==> config.mk <==
export PLATFORM = sky130hd
export DESIGN_NAME = seg_display_controller_flat
export DESIGN_NICKNAME = d
export VERILOG_FILES = /design/src/rtl/seg_display_if.sv /design/src/rtl/seg_display_controller.sv /design/src/flat_wrapper.sv
export SDC_FILE = /design/constraint.sdc
export NUM_CORES = 1
export LEC_CHECK = 0
export CORE_MARGIN = 10
export CORE_UTILIZATION = 63
export CTS_CLUSTER_DIAMETER = 100
export DETAILED_ROUTE_END_ITERATION = 10
export PLACE_DENSITY = 0.93
export SETUP_SLACK_MARGIN = 0.2
export SYNTH_ARGS = -nofsm -noshare
export SYNTH_HDL_FRONTEND = slang
export SYNTH_SLANG_ARGS = --single-unit
==> constraint.sdc <==
create_clock -name clk -period 16.5 [get_ports clk]
set_clock_uncertainty 0.15 [all_clocks]
set_input_delay 4.95 -clock clk [delete_from_list [all_inputs] [get_ports clk]]
set_output_delay 4.95 -clock clk [all_outputs]
set_load 0.02 [all_outputs]
==> src/rtl/seg_display_if.sv <==
// Bus between the top-level controller and the seven-segment display block.
// Signals:
//   mode, text_codes, bin_value, start, lz_blank, blink_en : controller -> display
//   busy, done, overflow, seg                              : display -> controller / HEX pins
// master: the controller side.  slave: the display controller.
interface seg_display_if #(
    parameter int unsigned NUM_DIGITS = 8,
    parameter int unsigned BIN_WIDTH  = 26
);
    logic [1:0]              mode;
    logic [5*NUM_DIGITS-1:0] text_codes;
    logic [BIN_WIDTH-1:0]    bin_value;
    logic                    start;
    logic                    lz_blank;
    logic                    blink_en;
    logic                    busy;
    logic                    done;
    logic                    overflow;
    logic [7*NUM_DIGITS-1:0] seg;

    modport master (
        output mode, text_codes, bin_value, start, lz_blank, blink_en,
        input  busy, done, overflow, seg
    );

    modport slave (
        input  mode, text_codes, bin_value, start, lz_blank, blink_en,
        output busy, done, overflow, seg
    );
endinterface

==> src/rtl/seg_display_controller.sv <==
// Multi-digit seven-segment display controller.
// Shows either a per-digit symbol string (text mode) or a binary value
// converted to decimal by an iterative shift-add-3 engine (number mode),
// with leading-zero blanking, overflow dashes and a free-running blink.
// Ports:
//   clk  : system clock, rising edge
//   rst  : asynchronous active-high reset
//   bus  : seg_display_if.slave (mode/text/value/start/lz_blank/blink_en in,
//          busy/done/overflow/seg out; seg is active-low {g,f,e,d,c,b,a} per digit)
module seg_display_controller #(
    parameter int unsigned NUM_DIGITS = 8,
    parameter int unsigned BIN_WIDTH  = 26,
    parameter int unsigned BLINK_DIV  = 25_000_000
) (
    input  logic         clk,
    input  logic         rst,
    seg_display_if.slave bus
);

    localparam int unsigned BCD_W = 4 * NUM_DIGITS;
    localparam int unsigned SEG_W = 7 * NUM_DIGITS;
    localparam int unsigned CNT_W = $clog2(BIN_WIDTH + 1);
    localparam int unsigned BLK_W = $clog2(BLINK_DIV);

    typedef enum logic [1:0] {
        IDLE  = 2'd0,
        SHIFT = 2'd1,
        FIN   = 2'd2
    } state_t;

    state_t               state;
    state_t               state_nxt;
    logic                 accept_c;
    logic                 shift_c;
    logic                 fin_c;

    logic [BIN_WIDTH-1:0] bin_sr;
    logic [BCD_W-1:0]     work;
    logic [BCD_W-1:0]     work_adj_c;
    logic                 carry;
    logic [CNT_W-1:0]     shift_cnt;
    logic [BCD_W-1:0]     buffer;
    logic                 overflow_q;
    logic                 busy_q;
    logic                 done_q;

    logic [BLK_W-1:0]     blink_cnt;
    logic                 blink_phase;  // 1 = hidden

    logic [NUM_DIGITS-1:0] keep_c;
    logic                  nz_c;
    logic [SEG_W-1:0]      seg_c;
    logic [SEG_W-1:0]      seg_q;

    // Active-low glyph for a 5-bit symbol code.
    function automatic logic [6:0] decode(input logic [4:0] code);
        logic [6:0] g;
        case (code)
            5'd0:    g = ~7'h3F;
            5'd1:    g = ~7'h06;
            5'd2:    g = ~7'h5B;
            5'd3:    g = ~7'h4F;
            5'd4:    g = ~7'h66;
            5'd5:    g = ~7'h6D;
            5'd6:    g = ~7'h7D;
            5'd7:    g = ~7'h07;
            5'd8:    g = ~7'h7F;
            5'd9:    g = ~7'h6F;
            5'd10:   g = ~7'h77;  // a
            5'd11:   g = ~7'h7C;  // b
            5'd12:   g = ~7'h39;  // c
            5'd13:   g = ~7'h5E;  // d
            5'd14:   g = ~7'h79;  // e
            5'd15:   g = ~7'h71;  // f
            5'd16:   g = ~7'h74;  // h
            5'd17:   g = ~7'h38;  // l
            5'd18:   g = ~7'h10;  // i
            5'd19:   g = ~7'h54;  // n
            5'd20:   g = ~7'h5C;  // o
            5'd21:   g = ~7'h73;  // p
            5'd22:   g = ~7'h50;  // r
            5'd23:   g = ~7'h6D;  // s
            5'd24:   g = ~7'h78;  // t
            5'd25:   g = ~7'h1C;  // u
            5'd26:   g = ~7'h6E;  // y
            5'd28:   g = ~7'h40;  // '-'
            default: g = 7'h7F;   // off
        endcase
        return g;
    endfunction

    // Conversion FSM state register.
    always_ff @(posedge clk or posedge rst) begin
        if (rst) state <= IDLE;
        else     state <= state_nxt;
    end

    // Conversion FSM next state and datapath strobes.
    always_comb begin
        state_nxt = state;
        accept_c  = 1'b0;
        shift_c   = 1'b0;
        fin_c     = 1'b0;
        case (state)
            IDLE: begin
                if (bus.start) begin
                    accept_c  = 1'b1;
                    state_nxt = SHIFT;
                end
            end
            SHIFT: begin
                shift_c = 1'b1;
                if (shift_cnt == CNT_W'(BIN_WIDTH - 1)) state_nxt = FIN;
            end
            FIN: begin
                fin_c     = 1'b1;
                state_nxt = IDLE;
            end
            default: state_nxt = IDLE;
        endcase
    end

    // Add 3 to every BCD digit that is 5 or more before the shift.
    always_comb begin
        work_adj_c = work;
        for (int unsigned i = 0; i < NUM_DIGITS; i++) begin
            if (work[4*i +: 4] >= 4'd5) work_adj_c[4*i +: 4] = work[4*i +: 4] + 4'd3;
        end
    end

    // Shift-add-3 datapath, display buffer and handshake outputs.
    always_ff @(posedge clk or posedge rst) begin
        if (rst) begin
            bin_sr     <= '0;
            work       <= '0;
            carry      <= 1'b0;
            shift_cnt  <= '0;
            buffer     <= '0;
            overflow_q <= 1'b0;
            busy_q     <= 1'b0;
            done_q     <= 1'b0;
        end else begin
            busy_q <= (state_nxt != IDLE);
            done_q <= fin_c;
            if (accept_c) begin
                bin_sr    <= bus.bin_value;
                work      <= '0;
                carry     <= 1'b0;
                shift_cnt <= '0;
            end else if (shift_c) begin
                bin_sr    <= bin_sr << 1;
                work      <= {work_adj_c[BCD_W-2:0], bin_sr[BIN_WIDTH-1]};
                // Any 1 leaving the top digit means the value needs more digits.
                carry     <= carry | work_adj_c[BCD_W-1];
                shift_cnt <= shift_cnt + CNT_W'(1);
            end
            if (fin_c) begin
                buffer     <= work;
                overflow_q <= carry;
            end
        end
    end

    // Free-running blink divider; phase flips on every wrap.
    always_ff @(posedge clk or posedge rst) begin
        if (rst) begin
            blink_cnt   <= '0;
            blink_phase <= 1'b0;
        end else if (blink_cnt == BLK_W'(BLINK_DIV - 1)) begin
            blink_cnt   <= '0;
            blink_phase <= ~blink_phase;
        end else begin
            blink_cnt   <= blink_cnt + BLK_W'(1);
        end
    end

    // Segment pattern selection; keep_c marks digits at or below the top non-zero digit.
    always_comb begin
        seg_c  = '1;
        nz_c   = 1'b0;
        keep_c = '0;
        for (int i = int'(NUM_DIGITS) - 1; i >= 0; i--) begin
            nz_c      = nz_c | (buffer[4*i +: 4] != 4'd0);
            keep_c[i] = nz_c | (i == 0);
        end
        for (int unsigned i = 0; i < NUM_DIGITS; i++) begin
            case (bus.mode)
                2'd1: seg_c[7*i +: 7] = decode(bus.text_codes[5*i +: 5]);
                2'd2: begin
                    if (overflow_q)                    seg_c[7*i +: 7] = decode(5'd28);
                    else if (bus.lz_blank && !keep_c[i]) seg_c[7*i +: 7] = 7'h7F;
                    else                               seg_c[7*i +: 7] = decode({1'b0, buffer[4*i +: 4]});
                end
                default: seg_c[7*i +: 7] = 7'h7F;
            endcase
        end
        if (bus.blink_en && blink_phase) seg_c = '1;
    end

    // Registered segment drive.
    always_ff @(posedge clk or posedge rst) begin
        if (rst) seg_q <= '1;
        else     seg_q <= seg_c;
    end

    assign bus.busy     = busy_q;
    assign bus.done     = done_q;
    assign bus.overflow = overflow_q;
    assign bus.seg      = seg_q;

endmodule

==> src/flat_wrapper.sv <==
// flat-port wrapper written by rule: the top's interface ports become plain ports
module seg_display_controller_flat 
#(
    parameter int unsigned NUM_DIGITS = 8,
    parameter int unsigned BIN_WIDTH  = 26,
    parameter int unsigned BLINK_DIV  = 25_000_000
)
  (clk, rst, bus_mode, bus_text_codes, bus_bin_value, bus_start, bus_lz_blank, bus_blink_en, bus_busy, bus_done, bus_overflow, bus_seg);
  seg_display_if #(.NUM_DIGITS(NUM_DIGITS), .BIN_WIDTH(BIN_WIDTH)) bus_i ();
  input  logic clk;
  input  logic rst;
  input wire logic [$bits(bus_i.mode)-1:0] bus_mode;
  input wire logic [$bits(bus_i.text_codes)-1:0] bus_text_codes;
  input wire logic [$bits(bus_i.bin_value)-1:0] bus_bin_value;
  input wire logic [$bits(bus_i.start)-1:0] bus_start;
  input wire logic [$bits(bus_i.lz_blank)-1:0] bus_lz_blank;
  input wire logic [$bits(bus_i.blink_en)-1:0] bus_blink_en;
  output wire logic [$bits(bus_i.busy)-1:0] bus_busy;
  output wire logic [$bits(bus_i.done)-1:0] bus_done;
  output wire logic [$bits(bus_i.overflow)-1:0] bus_overflow;
  output wire logic [$bits(bus_i.seg)-1:0] bus_seg;
  assign bus_i.mode = bus_mode;
  assign bus_i.text_codes = bus_text_codes;
  assign bus_i.bin_value = bus_bin_value;
  assign bus_i.start = bus_start;
  assign bus_i.lz_blank = bus_lz_blank;
  assign bus_i.blink_en = bus_blink_en;
  assign bus_busy = bus_i.busy;
  assign bus_done = bus_i.done;
  assign bus_overflow = bus_i.overflow;
  assign bus_seg = bus_i.seg;
  seg_display_controller #(.NUM_DIGITS(NUM_DIGITS), .BIN_WIDTH(BIN_WIDTH), .BLINK_DIV(BLINK_DIV)) u_core (.clk(clk), .rst(rst), .bus(bus_i));
endmodule
==> results.md <==
- Total Wirelength: 32700 um
- Failing checks: DRC
- Critical Path Source Type: flop
- Pleak: 0.00621 uW
- YS warnings: 0
- WP buf/inv: 1
- Max stage delay on crit path: 0.90 ns
- Clock Sinks: 183
- Fin nets: 1778
- Synth cell types: 75
- Final setup fails: 0
- Pre-Repair DR Iteration Count: 9
- Mapped cell area: roughly 13000 um2
- Gr ovfl total: 0
- Die footprint: 27300 um2
- Final hold vios: 0
- Kind of cell adding the most delay to the critical path: flip-flops
- Hold Buf Count CTS: 0
- R2r worst-path depth: 4
- Iter 0 DRT Violations: 1110
- Wire length per cell: about 17 um
- CTS H-tree lvls: 4
- RSZ-0062 raised after global routing: false
- Initial Util: between 60% and 70%
- Setup TNS: 0 ns
- Crit path cell chain: clkdlybuf4s50_1
- Most frequent cells in the layout: o21ai_0 (194), nand2_1 (132), clkdlybuf4s50_1 (131)
- Remaining antenna violation count: 0
- Synthesized flop and latch total: approximately 180
- Largest net degree at the start of global routing: 120
- Tmin final: 7.20 ns
- Num rows: 53
- FF-to-FF Start: u_core.state[1]$_DFF_PP0_
- Mapped Nets: 1733
- Post-CTS sizing: 0
- Worst hold-check path type: reg2reg
- Die Ht: 165 um
- Core Region: 20900 um2
- Number of synthesized flops with an enable pin: 0
- Max Buffers Root-to-Sink: 2
- First-pass GRT wire length: 54200 um
- Layout area overhead: 13.9%
- CP arrival: ~2.1 ns
- Top FF cell, synth: dfrtp_1
- Drt via density: 6.29
- Fill cells: between 1k and 1.5k
- Critical path class: reg2out
- Initial antenna violation count: 0
- Final period utilization: 43.6%
- Ratio of cells with drive above 1 in the final layout: under 10%
- Die W: 165 um
- Post-synthesis sequential area ratio: 35.0%
- IO buf count: 131
- # Post-CTS Setup Buffers: 0
- Clk Latency, worst-skew pair: 0.45 ns
- Synthesized area per cell: 8.57 um2
- Total Routing Usage GR: 23.6%
- Post-synth ARST share: between 90% and 100%
- CTS clk-pin slew, worst paths: 0.07 ns
- Reg-to-reg endpoint: u_core.work[27]$_DFFE_PP0P_
- Peak supply drop: 0.103 mV
- Max_cap viols: 0
- Critical Path End Type: output port
- Total Power: 1650 uW
- CTS tree: built
- Most common cell after layout, fill and taps aside: o21ai_0
- F_max: 0.139 GHz
- CTS buffer count: 17
- Vias in the first global route: 11.1k
- Cell count after synthesis: 1549
- Placer congestion estimate: 0.934
- Drt drc: 1
- Setup slack, reg-to-reg: about 14 ns
- Max Fanout on Critical Path: 22
- Post-DP HPWL: 22500 um
- I/O pin count: 132
- Worst Path Required: 11.40 ns
- Status: finished with violations
- Worst path slowest cell: dfrtp_1
- Antenna cells: 0
- Via count: 11.8k
- Slew HR: 21.9%
- Crit. path cell count: 1
- Fin. max-slew vios: 0
- Min-Delay Path Depth: 2
- Cell Pwr Density: 109 nW/um2
- Worst hold endpoint: u_core.bin_sr[18]$_DFFE_PP0P_
- Root Driver: clkbuf_16
- Hold path start: u_core.bin_sr[18]$_DFFE_PP0P_
- Worst slew pin tran: 1.17 ns
per-stage QoR:
stage | instance area [um2] | utilization [%] | setup slack [ns] | cells | hold slack (ns)
2_1_floorplan | 13300 | - | 6.52 | 1549 | 0.300
3_3_place_gp | 14600 | 69.7 | 9.28 | 1850 | 0.313
3_5_place_dp | 14600 | 69.7 | 9.24 | 1850 | 0.326
4_1_cts | 15100 | 72.4 | 9.33 | 1882 | 0.342
5_1_grt | 15100 | 72.4 | 9.28 | 1882 | 0.362
6_report | 15100 | 72.4 | 9.30 | 1882 | 0.336
layer usage:
layer  routed length [um]  up-vias  global-route usage (%)  part of all wire (%)
li1                     -     5645                       -                     -
met1                14100     5679                    32.0                    43
met2                15800      465                    38.1                    48
met3                 2310       56                    3.77                   7.1
met4                  534        0                    6.68                   1.6
met5                    0        -                       0                     0
cells by family (layout without fill, tap and decap cells):
group                      Yosys count  in the layout  synth area share (%)
and+or+nand+nor                    478            478                  18.4
muxes                               49             49                  4.51
adders and majority gates          111            111                  10.5
xor gates and xnor gates            40             40                  2.64
AOI/OAI and AO/OA                  498            498                  23.4
buffers and inverters              190            248                  5.53
DFF                                183            183                  35.0
state kept, by name, indices dropped and copies added (netlist names):
| register | count |
|---|---|
| u_core.state | 2 |
| u_core.bin_sr | 26 |
| u_core.carry | 1 |
| u_core.bus.busy | 1 |
| u_core.bus.overflow | 1 |
| u_core.bus.done | 1 |
| u_core.shift_cnt | 5 |
| u_core.buffer | 32 |
| u_core.blink_cnt | 25 |
| u_core.bus.seg | 56 |
| u_core.work | 32 |
| u_core.blink_phase | 1 |
worst max-delay path by stage:
stage,to,slack (ns),from
after floorplan,u_core.bin_sr[0]$_DFFE_PP0P_,6.52,rst
after global placement,u_core.bus.seg[41]$_DFF_PP1_,9.28,bus_mode[0]
after detailed placement,u_core.buffer[6]$_DFFE_PP0P_,9.24,rst
after CTS,bus_overflow,9.33,u_core.bus.overflow$_DFFE_PP0P_
after global routing,bus_overflow,9.28,u_core.bus.overflow$_DFFE_PP0P_
final,bus_overflow,9.30,u_core.bus.overflow$_DFFE_PP0P_
power by group:
| group | internal (uW) | total [uW] | leakage [uW] | switching (uW) |
|---|---|---|---|---|
| Combinational | 259 | 596 | 0.00368 | 338 |
| Clock | 210 | 393 | 0.000266 | 184 |
| Sequential | 563 | 658 | 0.00227 | 94.7 |
cell usage after synthesis (all sizes together) (15+ instances only):
cell,instances,share of area (%)
o21ai,196,7.4
nand2,132,3.7
dfrtp,127,24
ha,111,10
nand3,93,3.5
clkbuf,91,2.6
a21oi,89,3.4
nor2,85,2.4
inv,79,2.2
dfstp,56,11
nor2b,56,2.6
a22oi,30,1.7
mux2,27,2.3
o211ai,27,1.5
nand2b,26,1.2
buf,20,0.73
nand4,20,1.1
xnor2,20,1.3
xor2,20,1.3
o31ai,18,1.0
mux2i,16,1.2
a31oi,15,0.71
area by class of cell:
cell class              count  area [um2]  share of cell area (%)
well taps                 275         344                    2.28
repair buffers            137        1360                    8.97
flip-flops and latches    183        4650                    30.8
clock buffers              19         433                    2.86
multi-input cells        1176        7910                    52.3
clock inverters            13         123                   0.811
inverters                  79         302                    1.99
(Power assumes the default switching activity.)
